[src/rtl/approx_err_pkg.sv]
// Shared widths and the signed-difference / error-distance helper for the
// approximate-multiplier error monitor.
package approx_err_pkg;

  localparam int W  = 8;
  localparam int PW = 2 * W;
  localparam int DW = 2 * W + 1;

  // Returns {ed, diff}: diff = p - exact as a DW-bit signed value, ed = |diff|.
  function automatic logic [PW+DW-1:0] abs_diff(input logic [PW-1:0] p,
                                                input logic [PW-1:0] exact);
    logic [DW-1:0] diff;
    logic [PW-1:0] ed;
    diff = {1'b0, p} - {1'b0, exact};
    ed   = diff[DW-1] ? PW'(~diff + 1'b1) : PW'(diff);
    return {ed, diff};
  endfunction

endpackage

[src/rtl/approx_err_calc.sv]
// Two-stage front end: S1 captures operands and the exact product, S2 holds the
// signed difference, its magnitude and the nonzero flag.
module approx_err_calc #(
  parameter int W = approx_err_pkg::W
) (
  input  logic             clk,
  input  logic             rst_n,
  input  logic             clear_i,
  input  logic             valid_i,
  input  logic [W-1:0]     a_i,
  input  logic [W-1:0]     b_i,
  input  logic [2*W-1:0]   p_i,
  output logic             s1_valid_o,
  output logic             s2_valid_o,
  output logic [W-1:0]     s2_a_o,
  output logic [W-1:0]     s2_b_o,
  output logic [2*W:0]     s2_diff_o,
  output logic [2*W-1:0]   s2_ed_o,
  output logic             s2_ne_o
);
  import approx_err_pkg::*;

  localparam int PW_L = 2 * W;
  localparam int DW_L = 2 * W + 1;

  logic            s1_valid_q, s2_valid_q, s2_ne_q;
  logic [W-1:0]    s1_a_q, s1_b_q, s2_a_q, s2_b_q;
  logic [PW_L-1:0] s1_p_q, s1_exact_q, s2_ed_q;
  logic [DW_L-1:0] s2_diff_q;

  logic [PW+DW-1:0] ad_c;
  logic [DW_L-1:0]  diff_c;
  logic [PW_L-1:0]  ed_c;

  // The helper works at the package width; narrower builds zero-extend and the
  // low bits of both results are still exact.
  assign ad_c   = abs_diff(PW'(s1_p_q), PW'(s1_exact_q));
  assign diff_c = ad_c[DW_L-1:0];
  assign ed_c   = ad_c[DW+PW_L-1:DW];

  always_ff @(posedge clk or negedge rst_n) begin
    if (!rst_n) begin
      s1_valid_q <= 1'b0;
      s1_a_q     <= '0;
      s1_b_q     <= '0;
      s1_p_q     <= '0;
      s1_exact_q <= '0;
      s2_valid_q <= 1'b0;
      s2_a_q     <= '0;
      s2_b_q     <= '0;
      s2_diff_q  <= '0;
      s2_ed_q    <= '0;
      s2_ne_q    <= 1'b0;
    end else begin
      s1_valid_q <= valid_i & ~clear_i;
      s2_valid_q <= s1_valid_q & ~clear_i;
      if (valid_i) begin
        s1_a_q     <= a_i;
        s1_b_q     <= b_i;
        s1_p_q     <= p_i;
        s1_exact_q <= PW_L'(a_i) * PW_L'(b_i);
      end
      if (s1_valid_q) begin
        s2_a_q    <= s1_a_q;
        s2_b_q    <= s1_b_q;
        s2_diff_q <= diff_c;
        s2_ed_q   <= ed_c;
        s2_ne_q   <= (ed_c != '0);
      end
    end
  end

  assign s1_valid_o = s1_valid_q;
  assign s2_valid_o = s2_valid_q;
  assign s2_a_o     = s2_a_q;
  assign s2_b_o     = s2_b_q;
  assign s2_diff_o  = s2_diff_q;
  assign s2_ed_o    = s2_ed_q;
  assign s2_ne_o    = s2_ne_q;

endmodule

[src/rtl/approx_err_monitor.sv]
// Error-statistics collector for the approximate multiplier: accumulates sample
// and error counts, error-distance sum, signed bias and the worst-case sample.
module approx_err_monitor #(
  parameter int W     = approx_err_pkg::W,
  parameter int CNT_W = 17,
  parameter int ACC_W = 33
) (
  input  logic             clk,
  input  logic             rst_n,
  input  logic             clear,
  input  logic             in_valid,
  input  logic [W-1:0]     in_a,
  input  logic [W-1:0]     in_b,
  input  logic [2*W-1:0]   in_p,
  output logic [CNT_W-1:0] sample_cnt,
  output logic [CNT_W-1:0] err_cnt,
  output logic [ACC_W-1:0] ed_sum,
  output logic [ACC_W:0]   bias_sum,
  output logic [2*W-1:0]   ed_max,
  output logic [W-1:0]     max_a,
  output logic [W-1:0]     max_b,
  output logic             sat,
  output logic             idle
);
  import approx_err_pkg::*;

  localparam int PW_L = 2 * W;
  localparam int DW_L = 2 * W + 1;
  localparam int BW   = ACC_W + 1;

  logic            s1_valid, s2_valid, s2_ne;
  logic [W-1:0]    s2_a, s2_b;
  logic [DW_L-1:0] s2_diff;
  logic [PW_L-1:0] s2_ed;

  logic [CNT_W-1:0] cnt_q, cnt_d, err_q, err_d;
  logic [ACC_W-1:0] ed_sum_q, ed_sum_d;
  logic [BW-1:0]    bias_q, bias_d;
  logic [PW_L-1:0]  ed_max_q, ed_max_d;
  logic [W-1:0]     max_a_q, max_a_d, max_b_q, max_b_d;
  logic             sat_q, sat_d;

  approx_err_calc #(.W(W)) u_calc (
    .clk        (clk),
    .rst_n      (rst_n),
    .clear_i    (clear),
    .valid_i    (in_valid & ~sat_q),
    .a_i        (in_a),
    .b_i        (in_b),
    .p_i        (in_p),
    .s1_valid_o (s1_valid),
    .s2_valid_o (s2_valid),
    .s2_a_o     (s2_a),
    .s2_b_o     (s2_b),
    .s2_diff_o  (s2_diff),
    .s2_ed_o    (s2_ed),
    .s2_ne_o    (s2_ne)
  );

  always_comb begin
    cnt_d    = cnt_q;
    err_d    = err_q;
    ed_sum_d = ed_sum_q;
    bias_d   = bias_q;
    ed_max_d = ed_max_q;
    max_a_d  = max_a_q;
    max_b_d  = max_b_q;
    sat_d    = sat_q;
    if (clear) begin
      cnt_d    = '0;
      err_d    = '0;
      ed_sum_d = '0;
      bias_d   = '0;
      ed_max_d = '0;
      max_a_d  = '0;
      max_b_d  = '0;
      sat_d    = 1'b0;
    end else if (s2_valid && !sat_q) begin
      cnt_d    = cnt_q + 1'b1;
      err_d    = err_q + CNT_W'(s2_ne);
      ed_sum_d = ed_sum_q + ACC_W'(s2_ed);
      bias_d   = bias_q + BW'($signed(s2_diff));
      sat_d    = &cnt_d;
      // Strictly greater: on a tie the earlier sample keeps its operands.
      if (s2_ed > ed_max_q) begin
        ed_max_d = s2_ed;
        max_a_d  = s2_a;
        max_b_d  = s2_b;
      end
    end
  end

  always_ff @(posedge clk or negedge rst_n) begin
    if (!rst_n) begin
      cnt_q    <= '0;
      err_q    <= '0;
      ed_sum_q <= '0;
      bias_q   <= '0;
      ed_max_q <= '0;
      max_a_q  <= '0;
      max_b_q  <= '0;
      sat_q    <= 1'b0;
    end else begin
      cnt_q    <= cnt_d;
      err_q    <= err_d;
      ed_sum_q <= ed_sum_d;
      bias_q   <= bias_d;
      ed_max_q <= ed_max_d;
      max_a_q  <= max_a_d;
      max_b_q  <= max_b_d;
      sat_q    <= sat_d;
    end
  end

  assign sample_cnt = cnt_q;
  assign err_cnt    = err_q;
  assign ed_sum     = ed_sum_q;
  assign bias_sum   = bias_q;
  assign ed_max     = ed_max_q;
  assign max_a      = max_a_q;
  assign max_b      = max_b_q;
  assign sat        = sat_q;
  assign idle       = ~(s1_valid | s2_valid);

endmodule

[config.mk]
export PLATFORM = sky130hd
export DESIGN_NAME = approx_err_monitor
export DESIGN_NICKNAME = d
export VERILOG_FILES = /design/src/rtl/approx_err_pkg.sv /design/src/rtl/approx_err_calc.sv /design/src/rtl/approx_err_monitor.sv
export SDC_FILE = /design/constraint.sdc
export NUM_CORES = 1
export LEC_CHECK = 0
export CORE_AREA = 3 3 233 235
export CTS_CLUSTER_SIZE = 25
export DETAILED_ROUTE_END_ITERATION = 10
export DIE_AREA = 0 0 236 238
export PLACE_DENSITY_LB_ADDON = 0.15
export SETUP_SLACK_MARGIN = 0.1
export SLEW_MARGIN = 25
export SYNTH_ARGS = -nofsm -noshare
export SYNTH_HDL_FRONTEND = slang
export SYNTH_SLANG_ARGS = --single-unit
[constraint.sdc]
create_clock -name clk -period 4.56 [get_ports clk]
set_input_delay 0.912 -clock clk [delete_from_list [all_inputs] [get_ports clk]]
set_output_delay 0.912 -clock clk [all_outputs]
set_load 0.1 [all_outputs]
==> flow_summary_export.csv, run 1 <==
group,metric,value,unit
status,outcome,"finished, final reports clean",
global_routing,grt_max_degree,94,
synth,yosysUniqueCellTypes,69,
worst_setup_path,required,4.99,ns
worst_setup_path,critPathMaxStageDelay,0.56,ns
worst_setup_path,cp_top_family,"adder cells",
detailed_routing,dr_wl_met3,1620,um
synth,synth_edf_count,0,
worst_setup_path,cp_cell_sequence,"buf_12 -> and2_4 -> fa_1 -> inv_1 -> fa_1 -> fa_1 -> fa_1 -> inv_2 -> ha_4 -> a21oi_4 -> nand2b_4 -> a21boi_2 -> o31a_1 -> o41ai_2 -> xnor2_1 -> o21ai_1",
detailed_routing,top_layer_used,"met4",
floorplan,dieHeight,238,um
floorplan,die_x,236,um
synth,synth_fp_nets,1919,
place,io_buffers,170,
synth,ys.flop_type,"dfrtp_1",
place,dp_hpwl,32400,um
clock_tree,clk_pin_slew_worst_paths,0.05,ns
pwr,pwr-share-clk,22.8,%
global_routing,grt_overflow,0,
finish,final_util,37.3,%
detailed_routing,drtAntennaViolNets,0,
global_routing,grt_pass1_vias,12700,
clock_tree,h-tree-depth,1,
pwr,power,9.90,mW
synth,yosysSeqAreaShare,37.3,%
sta,max_slew_margin,25.1,%
worst_setup_path,reg2reg_slack,0.42,ns
sta,fmax,230,MHz
job,cap_violations,0,
detailed_routing,drc,0,
floorplan,die_area,56200,um^2
sta,timing.final.crit_share,95.3,%
floorplan,core_area,52400,um^2
worst_setup_path,worstRegToRegCells,12,
sta,final.setup.tns,0,ns
pwr,ir_drop,0.000256,V
pwr,combPwrFrac,49.6,%
detailed_routing,wl_per_cell,16.3,um
pwr,intPower,5.64,mW
worst_setup_path,criticalPathCategory,"input pin to flop",
global_routing,grt_pass1_wl,69000,um
synth,synthXorXnorAreaFrac,6.81,%
sta,fin_skew,0.0183,ns
synth,yosysWarnings,0,
clock_tree,clock-sinks,233,
sta,slew_violations,0,
pwr,switchingPower,4.27,mW
clock_tree,cts_buffers,29,
clock_tree,cts_root_buffer,"clkbuf_16",
pwr,leakage,8.90,nW
sta,final-hold-violation-count,0,
floorplan,io_pins,171,
global_routing,grt_usage,14.9,%
worst_setup_path,critPathSlowestCell,"fa_1",
finish,seq_area,5830,um^2
finish,syn_to_final_growth,24.9,%
sta,setup_violations,0,
synth,synth_top_family_by_area,"simple AND/OR/NAND/NOR gates",
floorplan,std_cell_rows,84,
detailed_routing,wl_met1,20100,um
synth,synth-simple-area-share,19.2,%
worst_setup_path,cp.arrival,4.78,ns
sta,worstMarginPinSlew,1.12,ns
worst_setup_path,critPathMaxFanout,7,
detailed_routing,wl,42800,um
finish,drive_above_1_share,11.1,%
finish,multi_input_area,9330,um^2
pwr,switching_share,43.1,%
synth,synth_mux_area_share,2.92,%
sta,whs,0.298,ns
detailed_routing,first_pass_iters,5,
pwr,pwr-share-seq,27.6,%
global_routing,antenna_found_initial,1,
pwr,powerDensity,507,nW/um^2
detailed_routing,vias,12800,
sta,rsz0062_at_grt,"true",
clock_tree,clkLatencyLatePin,0.57,ns
worst_setup_path,endpoint_kind,"flop",
synth,synth-async-reset-ratio,100,%
detailed_routing,wl_met2,20300,um
synth,synthCells,1723,
place,placed_cells,2573,
hold_path,hold_class,"input pin to asynchronous set/reset pin",
detailed_routing,drtIter0Drc,615,
synth,avgSynthCellArea,9.08,um^2
synth,syn-cell-area,15600,um^2
worst_setup_path,critical_path_buf_inv_count,3,
synth,synth-compound-area-share,14.8,%
detailed_routing,drt-vias-per-instance,4.87,
finish,final_nets,2117,
worst_setup_path,cp_common_cell,"fa_1",
place,gp_congestion,0.853,
worst_setup_path,start_kind,"input pin",
worst_setup_path,r2r_start,"u_calc.s1_exact_q[0]$_DFFE_PN0P_",
finish,n_fill_cell,5295,
synth,synth_adder_area_share,14.7,%
finish,stdcell_count,2631,
sta,fin_crit,4.34,ns
clock_tree,cts_max_path_buffers,3,
synth,yosys_register_bits,233,
clock_tree,cts_tree,"built",
worst_setup_path,timing.rr.end,"u_calc.s2_ed_o[14]$_DFFE_PN0P_",
floorplan,initial_core_util,29.8,%
## cells in the mapped netlist (all sizes together), types with 7 or more instances
cell	count	area, um^2
and3	16	100
a22o	26	228
a211oi	16	120
ha	121	1510
clkbuf	54	203
o21a	15	113
nor4	7	43.8
o31ai	8	65.1
mux2	29	327
nand4	23	144
nor3	27	135
o21bai	11	82.6
and2	50	315
mux2i	13	130
nand2	272	1020
or2	7	43.8
a21o	35	263
o21ai	62	310
fa	39	781
buf	11	56.3
and4	7	61.3
nor2	128	480
or3	14	92.6
a21oi	121	606
nor2b	13	81.3
nand3	30	150
a31oi	10	62.6
inv	111	417
nand2b	26	163
dfrtp	233	5830
xor2	62	543
xnor2	58	523
## power by group through the flow
stage | clock network, mW | logic, mW | registers (mW)
6_report | 2.26 | 4.91 | 2.74
5_1_grt | 2.43 | 5.45 | 2.79
4_1_cts | 2.34 | 4.91 | 2.75
3_5_place_dp | 0 | 4.87 | 2.78
3_3_place_gp | 0 | 4.84 | 2.78
2_1_floorplan | 0 | 3.03 | 3.23
## layout make-up
cell class,count,share of cell area (%)
Clock buffer,41,4.30
Multi-Input combinational cell,1314,47.7
Timing Repair Buffer,232,11.1
Clock inverter,11,0.506
Antenna cell,1,0.0128
Inverter,111,2.13
Sequential cell,233,29.8
Tap cell,688,4.40
## worst register-to-register path, delay by kind of cell (launching register included)
family	cells	cell delay, ns
xor gates and xnor gates	2	0.61
and+or+nand+nor	6	2.05
DFF	1	0.41
adders and majority gates	2	0.65
AOI/OAI and AO/OA	2	0.29
## per-stage QoR
stage | worst slack, ns | area, um^2
6_report | 0.216 | 19500
5_1_grt | 0.0997 | 19500
4_1_cts | 0.0985 | 19400
3_5_place_dp | -0.898 | 18500
3_3_place_gp | -0.852 | 18500
2_1_floorplan | -0.0699 | 15800
## placed cells by master, fill, tap and decap left out, drive strengths merged, types with 11 or more instances in the layout
master,n
nor2b,13
or3,14
clkbuf,45
buf,75
xor2,62
o21a,15
clkdlybuf4s50,149
ha,121
o21bai,11
a21o,35
fa,39
and3,16
nand2,272
xnor2,58
a21oi,121
nor3,27
nor2,128
a22o,26
mux2,29
inv,113
a211oi,16
mux2i,13
nand3,30
o21ai,62
nand4,23
and2,50
dfrtp,233
nand2b,26
## state kept, by name, summed over array words and instances (netlist names)
name               flops
u_calc.s1_valid_o      1
u_calc.s2_a_o          8
u_calc.s2_ed_o        15
u_calc.s1_a_q          8
ed_max                16
sample_cnt            17
u_calc.s2_valid_o      1
u_calc.s2_ne_o         1
u_calc.s1_exact_q     16
u_calc.s1_p_q         16
max_a                  8
err_cnt               17
u_calc.s2_b_o          8
bias_sum              34
ed_sum                33
max_b                  8
u_calc.s1_b_q          8
sat                    1
u_calc.s2_diff_o      17
## worst max-delay path by stage
stage	start	end	cells past startpoint
2_1_floorplan	in_a[5]	u_calc.s1_exact_q[15]$_DFFE_PN0P_	16
3_3_place_gp	in_b[4]	u_calc.s1_exact_q[12]$_DFFE_PN0P_	19
3_5_place_dp	in_b[2]	u_calc.s1_exact_q[15]$_DFFE_PN0P_	19
4_1_cts	in_b[2]	u_calc.s1_exact_q[13]$_DFFE_PN0P_	19
5_1_grt	in_b[3]	u_calc.s1_exact_q[14]$_DFFE_PN0P_	16
6_report	in_b[3]	u_calc.s1_exact_q[14]$_DFFE_PN0P_	16
## cells by family after synthesis
| kind of cell | Yosys count |
|---|---|
| AND/OR/NAND/NOR | 638 |
| multiplexers | 42 |
| AO/OA/AOI/OAI | 354 |
| adder cells (fa/ha/maj) | 160 |
| flip-flops | 233 |
| XOR/XNOR | 120 |
| buffers and inverters | 176 |
## what timing repair did
item / in CTS / in global routing
endpoints found under the setup margin: 6 / 4
pin swaps: 12 / 26
resized for setup: 33 / 55
buffers inserted: 1 / 3
hold buffers: 0 / 0
## layer usage
metal  global-route usage [%]  vias to the layer above
li1                         -                     6345
met1                     20.3                     6198
met2                     25.3                      211
met3                     2.13                       51
met4                     3.60                        0
met5                        0                        -
No activity file was read; power rests on OpenSTA's default activity.
==> run 2: changes to the inputs <==
--- a/config.mk
+++ b/config.mk
@@ -6,8 +6,8 @@
 export NUM_CORES = 1
 export LEC_CHECK = 0
-export CORE_AREA = 3 3 233 235
+export CORE_AREA = 3 3 245 223
 export CTS_CLUSTER_SIZE = 25
 export DETAILED_ROUTE_END_ITERATION = 10
-export DIE_AREA = 0 0 236 238
+export DIE_AREA = 0 0 248 226
 export PLACE_DENSITY_LB_ADDON = 0.15
 export SETUP_SLACK_MARGIN = 0.1
==> constraint.sdc (replaced) <==
create_clock -name clk -period 4.56 [get_ports clk]
set_input_delay 0.912 -clock clk [delete_from_list [all_inputs] [get_ports clk]]
set_output_delay 0.912 -clock clk [all_outputs]
set_load 0.05 [all_outputs]
==> run 2 against run 1 <==
  * Die area down 0.21%
  * First-iteration DRC count grew 15%
  * Sequential cell count unchanged
  * Clock-buffer cell count decreased by 2
  * Register-to-register slack improved by 0.03 ns
  * Non-clock buffer count increased by 4
  * Clock skew shrank 0.0031 ns
  * Sequential power about the same
  * Combinational power decreased by 5.1%
  * Critical path type unchanged
  * Largest cell class unchanged
  * Largest power group unchanged
==> flow_summary_export.csv, run 2 (synthesis results as in run 1) <==
group,metric,value,unit
pwr,leakage,8.91,nW
detailed_routing,drc,0,
worst_setup_path,critPathMaxStageDelay,0.55,ns
worst_setup_path,start_kind,"input pin",
pwr,power,9.74,mW
clock_tree,cts_buffers,29,
place,placed_cell_area,18600,um^2
worst_setup_path,critPathCapture,"u_calc.s1_exact_q[13]$_DFFE_PN0P_",
finish,stdcell_count,2636,
sta,fmax,230,MHz
worst_setup_path,cp_common_cell,"fa_1",
place,placed_cells,2577,
worst_setup_path,r2r_start,"u_calc.s1_exact_q[0]$_DFFE_PN0P_",
floorplan,die_area,56000,um^2
sta,final-hold-violation-count,0,
floorplan,std_cell_rows,79,
worst_setup_path,reg2reg_slack,0.45,ns
global_routing,grt_overflow,0,
finish,drive_above_1_share,11.3,%
place,io_buffers,170,
global_routing,grt_usage,15.6,%
sta,slew_violations,0,
sta,max_slew_margin,39.6,%
floorplan,core_area,51900,um^2
pwr,powerDensity,497,nW/um^2
finish,syn_to_final_growth,25.3,%
detailed_routing,vias,12800,
floorplan,dieHeight,226,um
clock_tree,cts_root_buffer,"clkbuf_16",
worst_setup_path,timing.rr.end,"u_calc.s2_ed_o[14]$_DFFE_PN0P_",
status,outcome,"finished, final reports clean",
sta,fin_crit,4.35,ns
floorplan,io_pins,171,
global_routing,grt_pass1_wl,70400,um
detailed_routing,drt-vias-per-instance,4.85,
sta,worstMarginPinSlew,0.906,ns
hold_path,hold_class,"input pin to asynchronous set/reset pin",
worst_setup_path,required,5.00,ns
worst_setup_path,worstRegToRegCells,12,
worst_setup_path,cp.depth,18,
worst_setup_path,cp.arrival,4.79,ns
job,cap_violations,0,
worst_setup_path,cp_top_family,"adder cells",
finish,seq_area,5830,um^2
finish,largest_reg_flops,34,
clock_tree,cts_hold_buf,0,
worst_setup_path,critical_path_buf_inv_count,4,
finish,n_fill_cell,5284,
clock_tree,clock-sinks,233,
detailed_routing,drtAntennaViolNets,0,
finish,final_nets,2121,
floorplan,die_x,248,um
finish,multi_input_area,9320,um^2
worst_setup_path,critPathMaxFanout,6,
finish,layout_common_cells,"nand2_1 (271), dfrtp_1 (232), clkdlybuf4s50_1 (152)",
detailed_routing,drtIter0Drc,708,
clock_tree,clk_pin_slew_worst_paths,0.06,ns
sta,final.setup.tns,0,ns
global_routing,antenna_found_initial,1,
detailed_routing,wl,43800,um
sta,fin_skew,0.0152,ns
place,gp_congestion,0.817,
detailed_routing,first_pass_iters,5,
clock_tree,cts_tree,"built",
sta,rsz0062_at_grt,"true",
worst_setup_path,critPathSlowestCell,"fa_1",
finish,final_common_cell,"nand2_1",
worst_setup_path,startpoint,"in_b[3]",
worst_setup_path,cp_cell_sequence,"buf_8 -> and2_4 -> fa_1 -> inv_2 -> fa_1 -> fa_1 -> fa_1 -> inv_2 -> ha_4 -> a21boi_4 -> o21ai_2 -> a21boi_2 -> o21ai_2 -> a21oi_2 -> buf_4 -> or3_1 -> nand3_1 -> o21ai_1",
floorplan,initial_core_util,30.2,%
pwr,ir_drop,0.000301,V
finish,diodes,0,
global_routing,grt_max_degree,110,
worst_setup_path,criticalPathCategory,"input pin to flop",
place,dp_hpwl,33200,um
clock_tree,cts_max_path_buffers,3,
worst_setup_path,endpoint_kind,"flop",
sta,timing.final.crit_share,95.4,%
finish,final_util,37.8,%
finish,design_area,19600,um^2
detailed_routing,wl_per_cell,16.6,um
clock_tree,clkLatencyLatePin,0.56,ns
clock_tree,h-tree-depth,1,
sta,setup_violations,0,
global_routing,grt_pass1_vias,12800,
[run 2: cell types whose count changed in the layout (fill, tap and decap cells not counted), moves of 2 or more]
cell,delta
and2_1,-3
buf_2,-4
buf_4,+8
o21ai_1,+2
bufinv_16,+2
clkbuf_8,-2
and2_4,+3
nand2_2,-3
nand2_1,+3
clkdlybuf4s50_1,+3
buf_6,-3
[run 2: worst min-delay path by stage]
stage / endpoint / cells past startpoint
2_1_floorplan: u_calc.s1_a_q[0]$_DFFE_PN0P_ / 2
3_3_place_gp: u_calc.s1_b_q[0]$_DFFE_PN0P_ / 2
3_5_place_dp: u_calc.s1_b_q[0]$_DFFE_PN0P_ / 2
4_1_cts: bias_sum[19]$_DFFE_PN0P_ / 1
5_1_grt: bias_sum[19]$_DFFE_PN0P_ / 1
6_report: bias_sum[19]$_DFFE_PN0P_ / 1
[run 2: metal layers]
metal  up-vias  track usage [%]  share of wire, %
met4         2             3.01               1.8
met3        46             2.62               4.9
li1       6324                -                 -
met5         -                0             0.018
met2       236             25.0                45
met1      6180             22.1                48
[run 2: area by class of cell]
| class | count | area share [%] |
|---|---|---|
| Timing Repair Buffer | 236 | 11.2 |
| Clock buffer | 39 | 4.15 |
| Inverter | 111 | 2.13 |
| Sequential cell | 233 | 29.8 |
| Multi-Input combinational cell | 1314 | 47.6 |
| Tap cell | 688 | 4.39 |
| Clock inverter | 15 | 0.817 |
[run 2: worst reg2reg max path: stages, from the launching register on]
cell	delay, ns
dfrtp_1	0.38
ha_1	0.23
fa_1	0.41
nor2b_1	0.32
o22ai_2	0.16
xnor2_2	0.26
or4_4	0.63
or4_4	0.48
nor4b_4	0.34
and3_1	0.23
nor2_1	0.06
xor2_1	0.34
a21oi_1	0.13
[run 2: per-stage QoR]
step | worst slack [ns] | hold slack [ns]
final | 0.210 | 0.367
after global placement | -0.827 | 0.454
after CTS | 0.113 | 0.428
after detailed placement | -0.902 | 0.459
after floorplan | -0.0699 | 0.440
after global routing | 0.0386 | 0.449
[run 2: where the power goes]
group | internal [mW] | total (mW) | switching, mW
combinational | 1.92 | 4.66 | 2.74
sequential | 2.40 | 2.72 | 0.319
clock | 1.42 | 2.36 | 0.939
total | 5.74 | 9.74 | 4.00
[run 2: repair_timing]
action	in CTS	in global routing
endpoints found under the setup margin	6	4
pin swaps	23	22
gates resized for setup	54	27
hold endpoints to repair	0	0
setup buffers	1	4
